===== src/rtl/fw_rv_addr_line_en_wb_initiator_if.sv =====
// Bus bundles for the addr-line-en to Wishbone initiator.
//   fw_rv_addr_line_en_req_if           : requester side (t_*), master = requester,
//                                         slave = bridge
//   fw_rv_addr_line_en_wb_initiator_if  : Wishbone side (i_*), master = initiator,
//                                         slave = target
// Signal names keep the block's documented port names.

interface fw_rv_addr_line_en_req_if #(
  parameter int unsigned ADR_WIDTH = 30,
  parameter int unsigned DAT_WIDTH = 32
);
  logic [ADR_WIDTH-1:0] t_adr;
  logic [DAT_WIDTH-1:0] t_dat_w;
  logic                 t_we;
  logic                 t_valid;
  logic                 t_ready;
  logic [DAT_WIDTH-1:0] t_dat_r;
  logic                 t_err;

  modport master (
    output t_adr, t_dat_w, t_we, t_valid,
    input  t_ready, t_dat_r, t_err
  );

  modport slave (
    input  t_adr, t_dat_w, t_we, t_valid,
    output t_ready, t_dat_r, t_err
  );
endinterface

interface fw_rv_addr_line_en_wb_initiator_if #(
  parameter int unsigned ADR_WIDTH = 30,
  parameter int unsigned DAT_WIDTH = 32
);
  localparam int unsigned SEL_W = DAT_WIDTH / 8;

  logic [ADR_WIDTH+1:0] i_adr;
  logic [DAT_WIDTH-1:0] i_dat_w;
  logic [DAT_WIDTH-1:0] i_dat_r;
  logic                 i_cyc;
  logic                 i_stb;
  logic                 i_we;
  logic [SEL_W-1:0]     i_sel;
  logic                 i_ack;
  logic                 i_err;

  modport master (
    output i_adr, i_dat_w, i_cyc, i_stb, i_we, i_sel,
    input  i_dat_r, i_ack, i_err
  );

  modport slave (
    input  i_adr, i_dat_w, i_cyc, i_stb, i_we, i_sel,
    output i_dat_r, i_ack, i_err
  );
endinterface


===== src/rtl/fw_rv_addr_line_en_wb_initiator.sv =====
// Bridges a valid/ready word-addressed request port onto a classic Wishbone
// initiator. One request at a time: IDLE captures, BUS runs the Wishbone
// cycle, RESP pulses t_ready for one clock.
// Ports:
//   clock, reset_n : single clock, asynchronous active-low reset
//   tgt            : request port (t_adr, t_dat_w, t_we, t_valid -> t_ready,
//                    t_dat_r, t_err)
//   wb             : Wishbone initiator (i_adr, i_dat_w, i_cyc, i_stb, i_we,
//                    i_sel <- i_dat_r, i_ack, i_err)
// TIMEOUT > 0 bounds the BUS phase to TIMEOUT clocks and then reports an error.

module fw_rv_addr_line_en_wb_initiator #(
  parameter int unsigned ADR_WIDTH = 30,
  parameter int unsigned DAT_WIDTH = 32,
  parameter int unsigned TIMEOUT   = 0
) (
  input  logic                               clock,
  input  logic                               reset_n,
  fw_rv_addr_line_en_req_if.slave            tgt,
  fw_rv_addr_line_en_wb_initiator_if.master  wb
);

  localparam int unsigned CNT_W = 16;
  localparam int unsigned SEL_W = DAT_WIDTH / 8;
  localparam bit          TO_EN = (TIMEOUT != 0);
  // Last BUS count before the timeout fires; unused when the timeout is off.
  localparam logic [CNT_W-1:0] TO_LAST = TO_EN ? CNT_W'(TIMEOUT - 1) : '0;

  typedef enum logic [1:0] {
    ST_IDLE = 2'd0,
    ST_BUS  = 2'd1,
    ST_RESP = 2'd2
  } state_e;

  state_e               state_q;
  logic [ADR_WIDTH-1:0] adr_q;
  logic [DAT_WIDTH-1:0] dat_w_q;
  logic                 we_q;
  logic                 cyc_q;
  logic                 ready_q;
  logic                 err_q;
  logic [DAT_WIDTH-1:0] dat_r_q;
  logic [CNT_W-1:0]     cnt_q;

  // Request capture, Wishbone cycle control and response registers.
  always_ff @(posedge clock or negedge reset_n) begin
    if (!reset_n) begin
      state_q <= ST_IDLE;
      adr_q   <= '0;
      dat_w_q <= '0;
      we_q    <= 1'b0;
      cyc_q   <= 1'b0;
      ready_q <= 1'b0;
      err_q   <= 1'b0;
      dat_r_q <= '0;
      cnt_q   <= '0;
    end else begin
      case (state_q)
        ST_IDLE: begin
          ready_q <= 1'b0;
          if (tgt.t_valid) begin
            adr_q   <= tgt.t_adr;
            dat_w_q <= tgt.t_dat_w;
            we_q    <= tgt.t_we;
            cyc_q   <= 1'b1;
            cnt_q   <= '0;
            state_q <= ST_BUS;
          end
        end

        ST_BUS: begin
          // Error wins over a simultaneous ack; both win over the timeout.
          if (wb.i_err) begin
            err_q   <= 1'b1;
            dat_r_q <= '0;
            cyc_q   <= 1'b0;
            ready_q <= 1'b1;
            state_q <= ST_RESP;
          end else if (wb.i_ack) begin
            err_q   <= 1'b0;
            dat_r_q <= we_q ? '0 : wb.i_dat_r;
            cyc_q   <= 1'b0;
            ready_q <= 1'b1;
            state_q <= ST_RESP;
          end else if (TO_EN && (cnt_q == TO_LAST)) begin
            err_q   <= 1'b1;
            dat_r_q <= '0;
            cyc_q   <= 1'b0;
            ready_q <= 1'b1;
            state_q <= ST_RESP;
          end else if (TO_EN) begin
            cnt_q <= cnt_q + CNT_W'(1);
          end
        end

        ST_RESP: begin
          // t_valid seen here still belongs to the completing request.
          ready_q <= 1'b0;
          state_q <= ST_IDLE;
        end

        default: begin
          cyc_q   <= 1'b0;
          ready_q <= 1'b0;
          state_q <= ST_IDLE;
        end
      endcase
    end
  end

  // Every output is a register or a fixed function of one.
  assign tgt.t_ready = ready_q;
  assign tgt.t_dat_r = dat_r_q;
  assign tgt.t_err   = err_q;

  assign wb.i_adr    = {adr_q, 2'b00};
  assign wb.i_dat_w  = dat_w_q;
  assign wb.i_we     = we_q;
  assign wb.i_cyc    = cyc_q;
  assign wb.i_stb    = cyc_q;
  assign wb.i_sel    = {SEL_W{cyc_q}};

endmodule


===== src/flat_wrapper.sv =====
// flat-port wrapper written by rule: the top's interface ports become plain ports
module fw_rv_addr_line_en_wb_initiator_flat 
#(
  parameter int unsigned ADR_WIDTH = 30,
  parameter int unsigned DAT_WIDTH = 32,
  parameter int unsigned TIMEOUT   = 0
)
  (clock, reset_n, tgt_t_adr, tgt_t_dat_w, tgt_t_we, tgt_t_valid, tgt_t_ready, tgt_t_dat_r, tgt_t_err, wb_i_adr, wb_i_dat_w, wb_i_cyc, wb_i_stb, wb_i_we, wb_i_sel, wb_i_dat_r, wb_i_ack, wb_i_err);
  fw_rv_addr_line_en_req_if #(.ADR_WIDTH(ADR_WIDTH), .DAT_WIDTH(DAT_WIDTH)) tgt_i ();
  fw_rv_addr_line_en_wb_initiator_if #(.ADR_WIDTH(ADR_WIDTH), .DAT_WIDTH(DAT_WIDTH)) wb_i ();
  input  logic clock;
  input  logic reset_n;
  input wire logic [$bits(tgt_i.t_adr)-1:0] tgt_t_adr;
  input wire logic [$bits(tgt_i.t_dat_w)-1:0] tgt_t_dat_w;
  input wire logic [$bits(tgt_i.t_we)-1:0] tgt_t_we;
  input wire logic [$bits(tgt_i.t_valid)-1:0] tgt_t_valid;
  output wire logic [$bits(tgt_i.t_ready)-1:0] tgt_t_ready;
  output wire logic [$bits(tgt_i.t_dat_r)-1:0] tgt_t_dat_r;
  output wire logic [$bits(tgt_i.t_err)-1:0] tgt_t_err;
  output wire logic [$bits(wb_i.i_adr)-1:0] wb_i_adr;
  output wire logic [$bits(wb_i.i_dat_w)-1:0] wb_i_dat_w;
  output wire logic [$bits(wb_i.i_cyc)-1:0] wb_i_cyc;
  output wire logic [$bits(wb_i.i_stb)-1:0] wb_i_stb;
  output wire logic [$bits(wb_i.i_we)-1:0] wb_i_we;
  output wire logic [$bits(wb_i.i_sel)-1:0] wb_i_sel;
  input wire logic [$bits(wb_i.i_dat_r)-1:0] wb_i_dat_r;
  input wire logic [$bits(wb_i.i_ack)-1:0] wb_i_ack;
  input wire logic [$bits(wb_i.i_err)-1:0] wb_i_err;
  assign tgt_i.t_adr = tgt_t_adr;
  assign tgt_i.t_dat_w = tgt_t_dat_w;
  assign tgt_i.t_we = tgt_t_we;
  assign tgt_i.t_valid = tgt_t_valid;
  assign tgt_t_ready = tgt_i.t_ready;
  assign tgt_t_dat_r = tgt_i.t_dat_r;
  assign tgt_t_err = tgt_i.t_err;
  assign wb_i_adr = wb_i.i_adr;
  assign wb_i_dat_w = wb_i.i_dat_w;
  assign wb_i_cyc = wb_i.i_cyc;
  assign wb_i_stb = wb_i.i_stb;
  assign wb_i_we = wb_i.i_we;
  assign wb_i_sel = wb_i.i_sel;
  assign wb_i.i_dat_r = wb_i_dat_r;
  assign wb_i.i_ack = wb_i_ack;
  assign wb_i.i_err = wb_i_err;
  fw_rv_addr_line_en_wb_initiator #(.ADR_WIDTH(ADR_WIDTH), .DAT_WIDTH(DAT_WIDTH), .TIMEOUT(TIMEOUT)) u_core (.clock(clock), .reset_n(reset_n), .tgt(tgt_i), .wb(wb_i));
endmodule

===== config.mk =====
export PLATFORM = sky130hd
export DESIGN_NAME = fw_rv_addr_line_en_wb_initiator_flat
export DESIGN_NICKNAME = d
export VERILOG_FILES = /design/src/rtl/fw_rv_addr_line_en_wb_initiator_if.sv /design/src/rtl/fw_rv_addr_line_en_wb_initiator.sv /design/src/flat_wrapper.sv
export SDC_FILE = /design/constraint.sdc
export NUM_CORES = 1
export LEC_CHECK = 0
export BUFFER_PORTS_ARGS = -buffer_cell sky130_fd_sc_hd__buf_2
export CAP_MARGIN = 20
export CORE_ASPECT_RATIO = 1.1
export CORE_MARGIN = 1.5
export CORE_UTILIZATION = 45
export CTS_BUF_LIST = sky130_fd_sc_hd__clkbuf_8
export CTS_CLUSTER_DIAMETER = 50
export DETAILED_ROUTE_END_ITERATION = 10
export PLACE_DENSITY = 0.78
export SLEW_MARGIN = 25
export SYNTH_ARGS = -nofsm -noshare
export SYNTH_HDL_FRONTEND = slang
export SYNTH_SLANG_ARGS = --single-unit

===== constraint.sdc =====
create_clock -name clock -period 2 [get_ports clock]
set_input_delay 0 -clock clock [delete_from_list [all_inputs] [get_ports clock]]
set_output_delay 0 -clock clock [all_outputs]
set_load 0.01 [all_outputs]

==> results of run 1 <==
## worst max-delay path, delay by kind of cell, from the launching register on
family,cells,cell delay (ns)
buffers and inverters,2,0.41
flip-flops,1,0.46
multiplexers,1,0.37
AND/OR/NAND/NOR,1,0.26
## worst min path at each step
stage / to / slack [ns]
finish: u_core.adr_q[28] / 0.12
global route: u_core.adr_q[28] / 0.13
CTS: u_core.adr_q[16] / 0.09
detailed placement: u_core.adr_q[28] / -0.07
global placement: u_core.wb.i_dat_w[2] / -0.08
floorplan: u_core.adr_q[0] / -0.30
## synthesized netlist by cell type
cell type	number	area share (%)
o21ai_0	38	4.4
inv_1	4	0.35
buf_12	6	2.8
buf_2	2	0.23
conb_1	1	0.087
clkbuf_1	7	0.61
buf_4	7	1.2
mux2i_1	1	0.23
nand3_1	1	0.12
a21oi_1	1	0.12
o21ai_2	24	4.9
dfrtp_1	100	58
nand2_1	32	2.8
nor3_1	1	0.12
o21ai_1	5	0.58
buf_6	4	1.0
nand2b_2	1	0.20
mux2_2	3	0.78
nor3b_2	1	0.29
or2_4	1	0.20
nor2_1	4	0.35
mux2_4	60	21
## flip-flops by register name, summed over array words and instances, names as in the netlist
| name | flops |
|---|---|
| u_core.wb.i_we | 1 |
| u_core.tgt.t_dat_r | 32 |
| u_core.wb.i_dat_w | 32 |
| u_core.wb.i_cyc | 1 |
| u_core.tgt.t_err | 1 |
| u_core.state_q | 2 |
| u_core.adr_q | 30 |
| u_core.tgt.t_ready | 1 |
## metrics by stage
stage | power [mW] | instances | setup slack, ns
2_1_floorplan | 4.40 | 305 | 0.630
3_3_place_gp | 5.19 | 609 | 0.445
3_5_place_dp | 5.28 | 609 | 0.397
4_1_cts | 6.62 | 725 | 0.375
5_1_grt | 7.00 | 725 | 0.331
6_report | 6.64 | 725 | 0.373
## per-layer routing
| metal | wire length, um | part of all wire [%] | vias to the layer above | GRT usage [%] |
|---|---|---|---|---|
| li1 | - | - | 1632 | - |
| met1 | 4920 | 39 | 1748 | 27.8 |
| met2 | 6200 | 49 | 197 | 42.4 |
| met3 | 1060 | 8.4 | 38 | 6.85 |
| met4 | 433 | 3.4 | 0 | 12.4 |
| met5 | 0 | 0 | - | 0 |
## area by class of cell
type | count | share of cell area (%)
Sequential cell | 100 | 38.2
Timing Repair Buffer | 313 | 32.6
Multi-Input combinational cell | 175 | 24.0
Clock buffer | 11 | 2.31
Tap cell | 117 | 2.24
Clock inverter | 5 | 0.440
Inverter | 4 | 0.229
## cells by family after synthesis
logic type | after synthesis | share of synthesized area, %
flops | 100 | 57.9
mux | 64 | 21.8
simple gates | 41 | 4.05
buf+inv | 30 | 6.22
compound gates | 68 | 9.95
other cells | 1 | 0.0867
## placed cells by master, fill, tap and decap left out
cell type      Yosys  final
clkinvlp_4         0      1
or2_4              1      1
a21oi_1            1      1
inv_1              4      6
nor2_2             0      2
nor3_1             1      1
nand2b_2           1      1
nor3b_4            0      1
clkinv_4           0      1
o21ai_2           24     24
buf_4              7      9
mux2_4            60     60
o21ai_1            5      5
conb_1             1      2
mux2i_1            1      1
clkinv_2           0      1
clkbuf_8           0     11
buf_12             6      3
nand2_1           32     32
nor2_1             4      2
mux2_2             3      3
dlygate4sd3_1      0    100
dfrtp_1          100    100
buf_2              2    201
o21ai_0           38     38
nand3_1            1      1
## power groups by stage
stage	sequential, mW	combinational [mW]	clock, mW
after floorplan	3.21	1.19	0
after global placement	2.93	2.26	0
after detailed placement	2.96	2.32	0
after CTS	2.93	2.48	1.22
after global routing	3.02	2.69	1.29
final	2.96	2.51	1.18
==> summary.md, run 1 <==
| Metric | Value |
|---|---|
| Outcome | `complete, no violations` |
| TritonCTS buffer count | `9` |
| Sequential element share of the synthesized area | `57.9%` |
| WL final | `12.6 mm` |
| Vias in the first global route | `3922` |
| Largest fanout on the critical path | `30` |
| Unique masters post-synth | `22` |
| Rel. slew slack | `63.3%` |
| Syn Std Cell Area | `4330 um^2` |
| Total power per unit cell area | `1010 nW/um^2` |
| Crit path launch type | `flip-flop` |
| Worst vdd ir | `0.000611 V` |
| Critical Path Sink Type | `flip-flop` |
| Reg2reg path depth | `4` |
| Post-Route Utilization | `70.0%` |
| Fin. Hold Viols | `0` |
| Register area | `2500 um^2` |
| Reg clk slew, reported paths | `0.09 ns` |
| Area of the multi-input gates | `1570 um^2` |
| Fin Setup TNS | `0 ns` |
| Antenna violations before repair | `0` |
| Syn Area/Cell | `14.2 um^2` |
| Reg2reg start | `u_core.state_q[0]` |
| CP required | `2.23 ns` |
| Routability cong. | `0.805` |
| CP arrival | `1.86 ns` |
| Sw Pwr | `2.19 mW` |
| P_int | `4.45 mW` |
| Pins Over Slew Limit | `0` |
| # hold bufs at CTS | `100` |
| Post-DRT Antenna Nets | `0` |
| Worst-Skew Late Latency | `0.35 ns` |
| Ratio of cells with drive above 1 in the final layout | `52.5%` |
| CP max stage delay | `0.46 ns` |
| Area delta synth->final | `51.4%` |
| Die height | `106 um` |
| Crit-path slowest cell | `dfrtp_1` |
| Root Driver | `clkbuf_8` |
| I/O Buffers | `202` |
| Die Wd | `96.5 um` |
| RSZ-0062 raised after global routing | `false` |
| Crit path cell chain | `nor3b_4 -> buf_12 -> buf_12 -> mux2_2` |
| Most numerous cell on the critical path | `buf_12` |
| Finished Cell Area | `6550 um^2` |
| Number of synthesized register bits | `100` |
| CP startpoint | `u_core.state_q[0]` |
| I/O pin count | `205` |
| Fin Hold WS | `0.120 ns` |
| Initial Util | `46.3%` |
| TritonCTS clock tree | `built` |
| Drt pass-1 iters | `4` |
| FF-to-FF End | `u_core.wb.i_dat_w[18]` |
| # setup viols final | `0` |
| Post-synthesis cell count | `304` |
| H-tree lvl count | `3` |
| F_max | `0.615 GHz` |
| Cell Rows | `37` |
| Clock share of power | `17.7%` |
| Seq pwr share | `44.6%` |
| Core area | `9350 um^2` |
| Wire per inst | `17.4 um` |
| 1st-iter DRT viols | `90` |
| Total track usage | `24.8%` |
| Die area | `10200 um^2` |
| Clock buffer depth | `2` |
| Fillcell total | `614` |
| Setup Fix Bufs, Post-CTS | `0` |
| Vias | `3615` |
| Flop-to-flop setup slack | `0.37 ns` |
| Resized cells post-CTS | `0` |
| Post-route DRC | `0` |
| Nets@finish | `703` |
| Leak | `3.32 nW` |
| Clk_skew | `0.0107 ns` |
| First-pass GRT wire length | `19.1 mm` |
| Total grt overflow | `0` |
| Comb pwr share | `37.7%` |
| Setup crit end | `u_core.wb.i_dat_w[18]` |
| Sink Count | `100` |
| Ant. Diodes | `0` |
| Post-DP HPWL | `7.28 mm` |
| Fin crit share | `81.3%` |
| Placed cell areas | `5370 um^2` |
| CP Class | `reg2reg` |
| Tightest Pin Transition | `0.550 ns` |
| Fin crit period | `1.63 ns` |
| Routed vias/inst | `4.99` |
| Largest net degree at the start of global routing | `76` |
| HP Class | `in2async` |
| Sw Share | `33.0%` |
| Synth Warn # | `0` |
| Max-Cap Viols | `0` |
Note: power is estimated with default switching activity, not from simulation.
==> run 2: changes to the inputs <==
- ABC_AREA: unset -> 1
- CORE_UTILIZATION: 45 -> 43
- clock period: 2 -> 1.44 ns (I/O delays scaled with it)
==> summary.md, run 2 <==
| Metric | Value |
|---|---|
| Area contributors post-synth | `dfrtp_1, nand2_1, nand3_1, buf_6, nor2_1` |
| Pins Over Slew Limit | `0 (unchanged)` |
| F_max | `0.780 GHz (+27%)` |
| Synth top cells by count | `nand2_1, dfrtp_1, nand3_1` |
| Largest net degree at the start of global routing | `101 (+33%)` |
| Nets@finish | `887 (+26%)` |
| Setup Fix Bufs, Post-CTS | `0 (unchanged)` |
| Die Wd | `98.8 um (+2.4%)` |
| Rel. slew slack | `65.8% (+2.4 points)` |
| Die area | `10700 um^2 (+4.9%)` |
| First-pass GRT wire length | `20.5 mm (+6.8%)` |
| Core area | `9840 um^2 (+5.2%)` |
| Root Driver | `clkbuf_8` |
| HP Class | `in2reg` |
| GRT met1 Usage | `28.6% (+0.78 points)` |
| Total power per unit cell area | `1560 nW/um^2 (+54%)` |
| Syn Std Cell Area | `4340 um^2 (+0.43%)` |
| CP Class | `reg2reg` |
| Leak | `3.74 nW (+13%)` |
| Initial Util | `44.1% (-2.1 points)` |
| Number of synthesized register bits | `100 (unchanged)` |
| Total track usage | `24.0% (-0.83 points)` |
| I/O pin count | `205 (unchanged)` |
| CP required | `1.68 ns (-0.55 ns)` |
| Global-route met3 utilization | `6.27% (-0.58 points)` |
| Fin Setup TNS | `0 ns (unchanged)` |
| Met2 Track Usage GR | `41.7% (-0.68 points)` |
| Most common cell after layout, fill and taps aside | `nand2_1` |
| H-tree lvl count | `3 (unchanged)` |
| TritonCTS buffer count | `9 (unchanged)` |
| Share of flip-flops with an asynchronous set or reset | `100% (unchanged)` |
| Synth top area share | `57.6% (-0.25 points)` |
| Most frequent cells in the layout | `nand2_1, buf_2, dfrtp_1` |
| Syn Area/Cell | `8.53 um^2 (-40%)` |
| Fin crit period | `1.28 ns (-0.344 ns)` |
| Synth Flop Type | `dfrtp_1` |
| Cell with the most instances after synthesis | `nand2_1` |
| Worst vdd ir | `0.000725 V (+19%)` |
| Post-DP HPWL | `7.35 mm (+1.0%)` |
| Critical Path Sink Type | `flip-flop` |
| Clk_skew | `0.0108 ns (+0.0000450 ns)` |
| Finished Layout Cells | `911 (+26%)` |
| Area delta synth->final | `50.6%` |
| 1st-iter DRT viols | `227 (+150%)` |
| # setup viols final | `0 (unchanged)` |
| Synth Warn # | `0 (unchanged)` |
| Area leader, netlist | `dfrtp_1` |
| Wire per inst | `14.2 um (-18%)` |
| Max-Cap Viols | `0 (unchanged)` |
| Post-route DRC | `20 (+20)` |
| TritonCTS clock tree | `built` |
| Fin crit share | `89.1% (+7.7 points)` |
| Ant. Diodes | `0 (unchanged)` |
| Outcome | `finished, violations left` |
| Largest fanout on the critical path | `33 (+10%)` |
| Sink Count | `100 (unchanged)` |
| Post-DRT Antenna Nets | `0 (unchanged)` |
| Sequential element share of the synthesized area | `57.6% (-0.25 points)` |
| Crit path launch type | `flip-flop` |
| Fin. Hold Viols | `0 (unchanged)` |
| RSZ-0062 raised after global routing | `false` |
| Post-synth EDFFs | `0 (unchanged)` |
| Fillcell total | `724 (+18%)` |
| Worst-Skew Late Latency | `0.35 ns (about the same)` |
| Clock buffer depth | `2 (unchanged)` |
| Vias | `4432 (+23%)` |
| Tightest Pin Transition | `0.513 ns (-0.0365 ns)` |
| Routed vias/inst | `4.86 (-2.4%)` |
| CP arrival | `1.52 ns (-0.34 ns)` |
| Drt pass-1 iters | `8 (+4)` |
| Antenna violations before repair | `0 (unchanged)` |
| Reg clk slew, reported paths | `0.09 ns (about the same)` |
| Die height | `108 um (+2.4%)` |
| Failing checks | `design-rule violations` |
| Cells after DPL | `799 (+31%)` |
| Routability cong. | `0.798 (-0.81%)` |
| Gr busiest metal | `met2` |
| Ratio of cells with drive above 1 in the final layout | `30.3% (-22 points)` |
| Total grt overflow | `0 (unchanged)` |
| I/O Buffers | `202 (unchanged)` |
| WL final | `12.9 mm (+2.5%)` |
| Post-synthesis cell count | `509 (+67%)` |
| Vias in the first global route | `4352 (+11%)` |
| Cell Rows | `38 (+2.7%)` |
| Unique masters post-synth | `19 (-14%)` |
==> run 2: changes by cell type after synthesis, moves of 5 or more <==
cell,before,now
nand2_1,32,248
buf_12,6,1
o21ai_1,5,0
clkbuf_1,7,0
buf_6,4,12
nand3_1,1,63
mux2_4,60,0
buf_2,2,19
o21ai_2,24,0
nor2_1,4,35
o21ai_0,38,1
nand2_2,0,11
==> run 2: cell type report <==
| type | instances | area [um^2] | area share, % |
|---|---|---|---|
| Tap cell | 120 | 150 | 2.29 |
| Multi-Input combinational cell | 366 | 1530 | 23.3 |
| Inverter | 4 | 15.0 | 0.229 |
| Sequential cell | 100 | 2500 | 38.2 |
| Clock buffer | 10 | 138 | 2.10 |
| Timing Repair Buffer | 306 | 2110 | 32.3 |
| Clock inverter | 5 | 101 | 1.55 |
==> run 2: through the flow <==
stage	total power [mW]	util [%]	hold slack, ns	area (um^2)	setup WS [ns]
final	10.2	66.5	0.0338	6540	0.157
after detailed placement	7.89	54.2	0.110	5330	0.160
after CTS	10.2	66.5	0.0209	6540	0.156
after floorplan	6.42	-	-0.296	4350	0.388
after global placement	7.74	54.2	0.0948	5330	0.228
after global routing	10.8	66.5	0.0257	6540	0.0362
==> run 2: power by group <==
part / total (mW) / internal, mW / switching [mW] / leakage [nW]
Combinational: 3.78 / 1.55 / 2.22 / 2.36
Clock: 2.08 / 1.19 / 0.891 / 0.120
Sequential: 4.34 / 3.75 / 0.585 / 1.27
Total: 10.2 / 6.49 / 3.70 / 3.74
==> run 2: worst paths after layout <==
path,slack [ns],depth (start not counted),end,from
setup reg to reg,0.16,6,u_core.tgt.t_dat_r[3],u_core.state_q[1]
hold reg to reg,0.47,2,u_core.wb.i_dat_w[26],u_core.wb.i_dat_w[26]
hold / removal,0.03,4,u_core.state_q[0],wb_i_ack
min in group asynchronous,0.27,3,u_core.wb.i_dat_w[2],reset_n
max in group asynchronous,0.79,3,u_core.wb.i_dat_w[28],reset_n
setup / recovery,0.16,6,u_core.tgt.t_dat_r[3],u_core.state_q[1]
==> run 2: metal layers <==
| layer | wire (um) | share of wire, % |
|---|---|---|
| met1 | 5270 | 41 |
| met2 | 6350 | 49 |
| met3 | 991 | 7.7 |
| met4 | 316 | 2.4 |
| met5 | 0 | 0 |
==> run 2: cells by family (layout without fill, tap and decap cells) <==
kind of cell / after synthesis / after routing / share of synthesized area [%]
buffers and inverters: 44 / 325 / 7.49
DFF: 100 / 100 / 57.6
and+or+nand+nor: 361 / 361 / 34.4
other: 1 / 2 / 0.0863
AOI/OAI and AO/OA: 3 / 3 / 0.403
==> run 2: critical path, cell delays in order, from the launching register on <==
cell and delay, ns:
dfrtp_1 0.42, inv_1 0.08, nand2_1 0.13, inv_2 0.11
nand2_4 0.24, nand2_2 0.13, nand2_1 0.06
==> run 2: what timing repair did <==
| item | CTS | global route |
|---|---|---|
| hold buffers | 97 | 0 |
| resized for setup | 0 | 0 |
| hold endpoints to repair | 196 | 0 |
==> run 3: changes to the inputs <==
- PLACE_DENSITY: 0.78 -> 0.76
==> summary.md, run 3 (synthesis results as in run 2) <==
| Metric | Value |
|---|---|
| Initial Util | `44.1% (unchanged)` |
| Die area | `10700 um^2 (unchanged)` |
| Critical Path Sink Type | `flip-flop` |
| RSZ-0062 raised after global routing | `false` |
| Vias | `4410 (-0.50%)` |
| H-tree lvl count | `3 (unchanged)` |
| Vias in the first global route | `4318 (-0.78%)` |
| Reg2reg path depth | `6 (unchanged)` |
| Register area | `2500 um^2 (unchanged)` |
| I/O pin count | `205 (unchanged)` |
| Routed vias/inst | `4.82 (-0.82%)` |
| HP Start | `wb_i_ack` |
| Drt pass-1 iters | `11 (+3)` |
| FF-to-FF End | `u_core.tgt.t_dat_r[1]` |
| WL final | `12.7 mm (-1.9%)` |
| Clock buffer depth | `2 (unchanged)` |
| Flop-to-flop setup slack | `0.13 ns (-0.03 ns)` |
| Cell Rows | `38 (unchanged)` |
| TritonCTS buffer count | `9 (unchanged)` |
| Failing checks | `design-rule violations` |
| Ratio of cells with drive above 1 in the final layout | `30.9% (+0.52 points)` |
| Setup Fix Bufs, Post-CTS | `0 (unchanged)` |
| Clk_skew | `0.00798 ns (-0.00279 ns)` |
| HP Class | `in2reg` |
| CP startpoint | `u_core.state_q[1]` |
| Largest net degree at the start of global routing | `64 (-37%)` |
| Fin crit period | `1.31 ns (+0.0267 ns)` |
| CP arrival | `1.54 ns (+0.02 ns)` |
| Max-Cap Viols | `0 (unchanged)` |
| Fillcell total | `718 (-0.83%)` |
| Sink Count | `100 (unchanged)` |
| Largest fanout on the critical path | `33 (unchanged)` |
| Routability cong. | `0.755 (-5.4%)` |
| Post-route DRC | `19 (-5.0%)` |
| Antenna violations before repair | `0 (unchanged)` |
| Total track usage | `23.7% (-0.35 points)` |
| Die Wd | `98.8 um (unchanged)` |
| Core area | `9840 um^2 (unchanged)` |
| Reg clk slew, reported paths | `0.09 ns (about the same)` |
| Post-DP HPWL | `7.30 mm (-0.63%)` |
| CP Class | `reg2reg` |
| Total power per unit cell area | `1540 nW/um^2 (-1.1%)` |
| Fin crit share | `90.9% (+1.9 points)` |
| Worst vdd ir | `0.000865 V (+19%)` |
| Most frequent cells in the layout | `nand2_1, buf_2, dfrtp_1` |
| Area of the multi-input gates | `1530 um^2 (unchanged)` |
| Post-DRT Antenna Nets | `0 (unchanged)` |
| Die height | `108 um (unchanged)` |
| Worst-Skew Late Latency | `0.35 ns (about the same)` |
| Ant. Diodes | `0 (unchanged)` |
| Fin Setup TNS | `0 ns (unchanged)` |
| Area delta synth->final | `51.1%` |
| Root Driver | `clkbuf_8` |
| Total grt overflow | `0 (unchanged)` |
| Outcome | `finished, violations left` |
| Wire per inst | `13.9 um (-2.2%)` |
| I/O Buffers | `202 (unchanged)` |
| Hold endpoint | `u_core.state_q[0]` |
| CP required | `1.68 ns (about the same)` |
| Fin. Hold Viols | `0 (unchanged)` |
| WHS Path Cells | `4 (unchanged)` |
| Cells after DPL | `802 (+0.38%)` |
| First-pass GRT wire length | `20.2 mm (-1.4%)` |
| Most common cell after layout, fill and taps aside | `nand2_1` |
| Reg2reg start | `u_core.state_q[1]` |
| 1st-iter DRT viols | `314 (+38%)` |
| Nets@finish | `889 (+0.23%)` |
| Pins Over Slew Limit | `0 (unchanged)` |
| Finished Layout Cells | `914 (+0.33%)` |
| Crit path launch type | `flip-flop` |
| F_max | `0.764 GHz (-2.0%)` |
| Leak | `3.76 nW (+0.46%)` |
| TritonCTS clock tree | `built` |
| # setup viols final | `0 (unchanged)` |
## run 3: power by group
part	internal (mW)	switching (mW)	leakage (nW)	total (mW)
clock	1.12	0.904	0.122	2.02
sequential	3.75	0.574	1.27	4.32
combinational	1.57	2.20	2.37	3.77
## run 3: layer usage
| layer | vias to the layer above | share of wire, % | global-route usage [%] |
|---|---|---|---|
| li1 | 2118 | - | - |
| met1 | 2011 | 40 | 28.4 |
| met2 | 240 | 48 | 39.8 |
| met3 | 41 | 8.5 | 5.62 |
| met4 | 0 | 3.7 | 12.3 |
| met5 | - | 0 | 0 |
## run 3: area by class of cell
type	instances	area share (%)
Sequential cell	100	38.1
Timing Repair Buffer	308	32.6
Multi-Input combinational cell	366	23.2
Clock buffer	12	2.52
Tap cell	120	2.29
Clock inverter	4	1.07
Inverter	4	0.229
## run 3: timing repair
| item | 4_1_cts | 5_1_grt |
|---|---|---|
| endpoints found under the hold margin | 195 | 0 |
| resized for setup | 0 | 0 |
| hold buffers | 96 | 0 |
## run 3: critical path, stage by stage, from the launching register on
cell	delay [ns]
dfrtp_1	0.41
inv_1	0.08
nand2_1	0.13
inv_2	0.12
nand2_4	0.24
nand2_2	0.14
nand2_1	0.07
## run 3: how the worst max path moves through the flow
stage | end | slack [ns] | cells after the start
after floorplan | u_core.tgt.t_dat_r[10] | 0.39 | 7
after global placement | u_core.tgt.t_dat_r[11] | 0.22 | 6
after detailed placement | u_core.tgt.t_dat_r[25] | 0.14 | 6
after CTS | u_core.tgt.t_dat_r[1] | 0.12 | 6
after global routing | u_core.tgt.t_dat_r[26] | 0.02 | 6
final | u_core.tgt.t_dat_r[1] | 0.13 | 6
## run 3: per-stage QoR
step                      hold WS (ns)  area (um^2)  util (%)  setup slack, ns  power, mW
after detailed placement       -0.0571         5370      54.6            0.137       7.88
after global routing            0.0438         6570      66.7           0.0186       10.8
after CTS                       0.0237         6570      66.7            0.123       10.1
after global placement         -0.0716         5370      54.6            0.219       7.74
after floorplan                 -0.296         4350         -            0.388       6.42
final                           0.0364         6570      66.7            0.131       10.1
